[src/rtl/mem_share_ctrl_pkg.sv]
// Shared definitions for the memory-share controller.
//   state_t : controller states (init sweep / serving requesters)
//   NREQ    : number of requesters sharing the memory port
package mem_share_ctrl_pkg;

  localparam int unsigned NREQ = 2;

  typedef enum logic {
    ST_INIT  = 1'b0,
    ST_SERVE = 1'b1
  } state_t;

endpackage

[src/rtl/mem_share_ctrl_rr_arb2.sv]
// 2-way round-robin arbiter.
//   clk, rst_n : clock, asynchronous active-low reset
//   req        : request per requester
//   accept     : the current grant was taken (handshake)
//   gnt        : one-hot combinational grant
// rr_last remembers the last winner; on a tie the other requester wins.
// It resets to 1 so requester 0 wins the first tie.
module rr_arb2
  import mem_share_ctrl_pkg::*;
(
  input  logic            clk,
  input  logic            rst_n,
  input  logic [NREQ-1:0] req,
  input  logic            accept,
  output logic [NREQ-1:0] gnt
);

  logic rr_last;

  always_comb begin
    gnt = '0;
    case (req)
      2'b01:   gnt = 2'b01;
      2'b10:   gnt = 2'b10;
      2'b11:   gnt = rr_last ? 2'b01 : 2'b10;
      default: gnt = '0;
    endcase
  end

  always_ff @(posedge clk or negedge rst_n) begin
    if (!rst_n) begin
      rr_last <= 1'b1;
    end else if (accept) begin
      rr_last <= gnt[1];
    end
  end

endmodule

[src/rtl/mem_share_ctrl.sv]
// Controller for a single-port synchronous memory shared by two requesters.
// After reset (or init_start) it sweeps INIT_VAL into every word, then
// grants the port round-robin, one access per cycle.
//   clk, rst_n              : clock, asynchronous active-low reset
//   init_start              : pulse, (re)start a full init sweep
//   init_busy / init_done   : sweep running / pulse after the last init write
//   req_valid/we/addrN/wdataN, req_ready : requester handshake
//   rsp_valid / rsp_rdata   : read response, one cycle after a granted read
//   mem_en/we/addr/wdata, mem_rdata      : memory port (1-cycle read latency)
module mem_share_ctrl
  import mem_share_ctrl_pkg::*;
#(
  parameter int unsigned   DW       = 16,
  parameter int unsigned   AW       = 4,
  parameter logic [DW-1:0] INIT_VAL = '0
) (
  input  logic          clk,
  input  logic          rst_n,
  input  logic          init_start,
  output logic          init_busy,
  output logic          init_done,
  input  logic [1:0]    req_valid,
  input  logic [1:0]    req_we,
  input  logic [AW-1:0] req_addr0,
  input  logic [AW-1:0] req_addr1,
  input  logic [DW-1:0] req_wdata0,
  input  logic [DW-1:0] req_wdata1,
  output logic [1:0]    req_ready,
  output logic [1:0]    rsp_valid,
  output logic [DW-1:0] rsp_rdata,
  output logic          mem_en,
  output logic          mem_we,
  output logic [AW-1:0] mem_addr,
  output logic [DW-1:0] mem_wdata,
  input  logic [DW-1:0] mem_rdata
);

  localparam logic [AW-1:0] CNT_LAST = '1;

  state_t        state_q, state_d;
  logic [AW-1:0] cnt_q, cnt_d;
  logic          done_q, done_d;
  logic [1:0]    rsp_valid_q;
  logic [1:0]    arb_req;
  logic [1:0]    gnt;
  logic          accept;

  // Requests reach the arbiter only while serving and not re-initialising,
  // so a gated-off cycle neither grants nor advances rr_last.
  assign arb_req = ((state_q == ST_SERVE) && !init_start) ? req_valid : 2'b00;
  assign accept  = |gnt;

  rr_arb2 u_arb (
    .clk    (clk),
    .rst_n  (rst_n),
    .req    (arb_req),
    .accept (accept),
    .gnt    (gnt)
  );

  always_comb begin
    state_d = state_q;
    cnt_d   = cnt_q;
    done_d  = 1'b0;
    case (state_q)
      ST_INIT: begin
        if (init_start) begin
          cnt_d = '0;
        end else if (cnt_q == CNT_LAST) begin
          cnt_d   = '0;
          state_d = ST_SERVE;
          done_d  = 1'b1;
        end else begin
          cnt_d = cnt_q + 1'b1;
        end
      end
      ST_SERVE: begin
        if (init_start) begin
          cnt_d   = '0;
          state_d = ST_INIT;
        end
      end
      default: state_d = ST_INIT;
    endcase
  end

  always_comb begin
    mem_en    = 1'b0;
    mem_we    = 1'b0;
    mem_addr  = req_addr0;
    mem_wdata = req_wdata0;
    if (state_q == ST_INIT) begin
      mem_en    = 1'b1;
      mem_we    = 1'b1;
      mem_addr  = cnt_q;
      mem_wdata = INIT_VAL;
    end else if (gnt[1]) begin
      mem_en    = 1'b1;
      mem_we    = req_we[1];
      mem_addr  = req_addr1;
      mem_wdata = req_wdata1;
    end else if (gnt[0]) begin
      mem_en    = 1'b1;
      mem_we    = req_we[0];
      mem_addr  = req_addr0;
      mem_wdata = req_wdata0;
    end
  end

  always_ff @(posedge clk or negedge rst_n) begin
    if (!rst_n) begin
      state_q     <= ST_INIT;
      cnt_q       <= '0;
      done_q      <= 1'b0;
      rsp_valid_q <= 2'b00;
    end else begin
      state_q     <= state_d;
      cnt_q       <= cnt_d;
      done_q      <= done_d;
      rsp_valid_q <= gnt & ~req_we;
    end
  end

  assign init_busy = (state_q == ST_INIT);
  assign init_done = done_q;
  assign req_ready = gnt;
  assign rsp_valid = rsp_valid_q;
  assign rsp_rdata = mem_rdata;

endmodule
[config.mk]
export PLATFORM = sky130hd
export DESIGN_NAME = mem_share_ctrl
export DESIGN_NICKNAME = d
export VERILOG_FILES = /design/src/rtl/mem_share_ctrl_pkg.sv /design/src/rtl/mem_share_ctrl_rr_arb2.sv /design/src/rtl/mem_share_ctrl.sv
export SDC_FILE = /design/constraint.sdc
export NUM_CORES = 1
export LEC_CHECK = 0
export ABC_AREA = 1
export BUFFER_PORTS_ARGS = -buffer_cell sky130_fd_sc_hd__buf_2
export CAP_MARGIN = 10
export CORE_AREA = 2 2 56 58
export CTS_CLUSTER_SIZE = 40
export DETAILED_ROUTE_END_ITERATION = 16
export DIE_AREA = 0 0 58 60
export PLACE_DENSITY = 0.88
export SYNTH_ARGS = -nofsm -noshare
export SYNTH_HDL_FRONTEND = slang
export SYNTH_HIERARCHICAL = 1
export SYNTH_SLANG_ARGS = --single-unit
[constraint.sdc]
create_clock -name clk -period 1.6 [get_ports clk]
set_input_delay 0.08 -clock clk [delete_from_list [all_inputs] [get_ports clk]]
set_output_delay 0.08 -clock clk [all_outputs]
set_load 0.02 [all_outputs]
==> impl_metrics.env <==
export IMPL_status="complete, but fails checks"
export IMPL_violations="negative setup slack"
export IMPL_setup_tns_final_ps=-4570
export IMPL_post_dp_cell_area_mm2=0.001264
export IMPL_ant_nets=0
export IMPL_drc=0
export IMPL_core_area_mm2=0.002903
export IMPL_grt_pass1_wl_um=4222
export IMPL_dr_pass1_iters=3
export IMPL_p_clk_share_pct=32.7
export IMPL_syn_instance_count=140
export IMPL_wl_per_cell_um=13.07
export IMPL_grt_max_degree=28
export IMPL_fp_dieW_um=58
export IMPL_rsz0062_at_grt="true"
export IMPL_syn_area_um2=893.4
export IMPL_muxShareOfSynthArea_pct=0
export IMPL_synth_compound_area_share_pct=18.91
export IMPL_tightestPinTransition_ps=304.5
export IMPL_ys_seq_area_share_pct=25.35
export IMPL_cts_root_buf="clkbuf_4"
export IMPL_post_route_period_util_pct=115.7
export IMPL_num_antenna_cells=0
export IMPL_dp_hpwl_um=2036
export IMPL_final_cell_area_mm2=0.001622
export IMPL_crit_type="flop to output pin"
export IMPL_port_buffers=74
export IMPL_track_usage_pct=16.05
export IMPL_worstPathArrival_ps=1770
export IMPL_grt_pass1_vias=1000
export IMPL_globalRoute_totalOverflow=0
export IMPL_synth_top_family_by_area="simple AND/OR/NAND/NOR gates"
export IMPL_cp_end_kind="output pin"
export IMPL_clk_pin_slew_worst_paths_ps=60
export IMPL_fillers=278
export IMPL_p_comb_share_pct=23.0
export IMPL_hp_class="input port to flop"
export IMPL_synth_fa_ha_area_share_pct=1.401
export IMPL_io_pins=107
export IMPL_drv_slew=0
export IMPL_cts_made_buffers=3
export IMPL_die_y_um=60
export IMPL_fmax_ghz=0.5401
export IMPL_drive_gt1_share_pct=67.94
export IMPL_worst_slack_ps=-251.7
export IMPL_slew_headroom_pct=79.70
export IMPL_cts_buffer_depth=2
export IMPL_ys_seq_elements=9
export IMPL_wirelength_um=3163
export IMPL_antenna_found_initial=0
export IMPL_power_switching_mw=0.1537
export IMPL_via_per_inst=4.810
export IMPL_required_ps=1520
export IMPL_pre_cts_slack_ps=-73.61
export IMPL_nets=274
export IMPL_dp_cells=229
export IMPL_fin_crit_ps=1852
export IMPL_setup_violations=22
export IMPL_syn_num_nets=204
export IMPL_slowest_stage="dfrtp_1"
export IMPL_path_buf_inv=3
export IMPL_path_delay_family="simple AND/OR/NAND/NOR gates"
export IMPL_postSynthAreaPerCell_um2=6.381
export IMPL_cp_start_kind="flop"
export IMPL_critPathMaxFanout=11
export IMPL_pwr_share_seq_pct=44.3
export IMPL_ys_warn_count=6
export IMPL_slowest_delay_ps=380
export IMPL_synth_distinct_cells=23
export IMPL_yosys_area_share_simple_pct=29.41
export IMPL_hold_violations=0
export IMPL_clkSinkCount=9
export IMPL_final_cells=242
export IMPL_final_setup_skew_ps=1.907
export IMPL_synthXorXnorAreaFrac_pct=0
export IMPL_die_area_mm2=0.003480
export IMPL_dr_total_vias=1164
export IMPL_maxCapViolCount=0
export IMPL_initialDrtViolationCount=38
export IMPL_synthToLayoutAreaGrowth_pct=81.51
export IMPL_clkLatencyLatePin_ps=260
export IMPL_ir_drop_v=0.0004064
export IMPL_start_util_pct=30.78
export IMPL_cts_htree_levels=1
export IMPL_placementRows=20
export IMPL_cts_tree="built"
export IMPL_swShare_pct=27.69
export IMPL_p_leak_nw=0.7785
export IMPL_total_power_mw=0.5551
export IMPL_gp_congestion=0.8071
export IMPL_power_density_mw_per_mm2=342.3
export IMPL_internal_power_mw=0.4014
export IMPL_critical_path_cell_chain="inv_4 -> nor2_4 -> inv_4 -> nor2_4 -> nand2_2 -> and2_2 -> o21ai_0 -> nor2_2 -> buf_6"
synthesized netlist by cell type:
library cell   n  area share (%)
buf_2          2             1.1
inv_2          3             1.3
nand2_1       14             5.9
nor3_2         1             1.1
nor2_1        40              17
and2_1         1            0.70
o21ai_0       19              11
o21bai_1       1            0.84
o22ai_1        3             2.1
dfstp_2        1             2.9
nand4_1        1            0.70
a21boi_1       1            0.84
ha_1           1             1.4
nor2_2         1            0.70
inv_4          1            0.70
dfrtp_1        8              22
inv_1          8             3.4
nand3_1        4             2.2
o21ai_1        5             2.8
nor2_4         1             1.3
buf_4         19              16
buf_6          2             2.5
a21oi_1        3             1.7
per-stage QoR:
step / util (%) / hold slack [ps]
2_1_floorplan: - / -215.6
3_3_place_gp: 43.53 / -63.19
3_5_place_dp: 43.53 / -57.66
4_1_cts: 50.99 / 63.11
5_1_grt: 55.86 / 75.65
6_report: 55.86 / 73.44
per-layer routing:
metal	up-vias	global-route usage, %	routed length (um)
met5	-	0	0
li1	573	-	-
met2	46	29.55	1670
met4	0	6.977	51
met3	7	2.814	211
met1	538	18.10	1230
final timing paths:
kind | slack, ps | startpoint | end | cells after the start
worst min-delay path | 70 | init_start | init_done | 2
worst max register to register | 150 | state_q | u_arb/rr_last | 12
min in group asynchronous | 190 | rst_n | rsp_valid[0] | 2
worst max-delay path | -250 | state_q | mem_wdata[8] | 9
worst min register to register | 490 | u_arb/rr_last | u_arb/rr_last | 2
max in group asynchronous | 1160 | rst_n | u_arb/rr_last | 2
power groups by stage:
| stage | Combinational [mW] | Sequential [mW] | Clock (mW) |
|---|---|---|---|
| final | 0.128 | 0.246 | 0.181 |
| after floorplan | 0.0918 | 0.248 | 0 |
| after CTS | 0.121 | 0.246 | 0.188 |
| after detailed placement | 0.104 | 0.250 | 0 |
| after global placement | 0.101 | 0.250 | 0 |
| after global routing | 0.140 | 0.247 | 0.202 |
cell families (layout without fill, tap and decap cells):
| family | count (synthesis) | count (layout) |
|---|---|---|
| AO/OA/AOI/OAI | 32 | 32 |
| adder cells (fa/ha/maj) | 1 | 1 |
| AND/OR/NAND/NOR | 63 | 64 |
| flip-flops | 9 | 9 |
| buffers and inverters | 35 | 103 |
cells in the final DEF (no fill, tap or decap), types with 2 or more instances in the layout:
cell            n
buf_2          54
nor2_2         29
buf_6          19
nand2_1        13
o21ai_1        11
inv_1           8
o21ai_0         8
nor2_4          8
dfrtp_1         8
buf_4           7
o21ai_2         5
nor2_1          5
nand3_1         4
o22ai_2         3
a21oi_1         3
clkbuf_4        3
dlygate4sd3_1   3
buf_12          3
inv_4           2
area by class of cell:
class                           instances  area (um2)  share of cell area [%]
Clock buffer                            4       26.28                   1.620
Inverter                               12       55.05                   3.395
Multi-Input combinational cell         97       620.6                   38.27
Sequential cell                         9       226.5                   13.97
Tap cell                               33       41.29                   2.546
Timing Repair Buffer                   87       651.9                   40.20
sequential cells by signal, summed over array words and instances (netlist names):
name	cells
cnt_q	4
u_arb/rr_last	1
init_done	1
rsp_valid	2
state_q	1
repair_timing:
action | 4_1_cts | 5_1_grt
hold buffers | 3 | 0
pin swaps | 5 | 19
endpoints found under the setup margin | 22 | 24
hold endpoints to repair | 11 | 0
setup buffers | 3 | 1
gates cloned | 1 | 1
resized for setup | 50 | 34
Power figures use the tool's default switching activity.
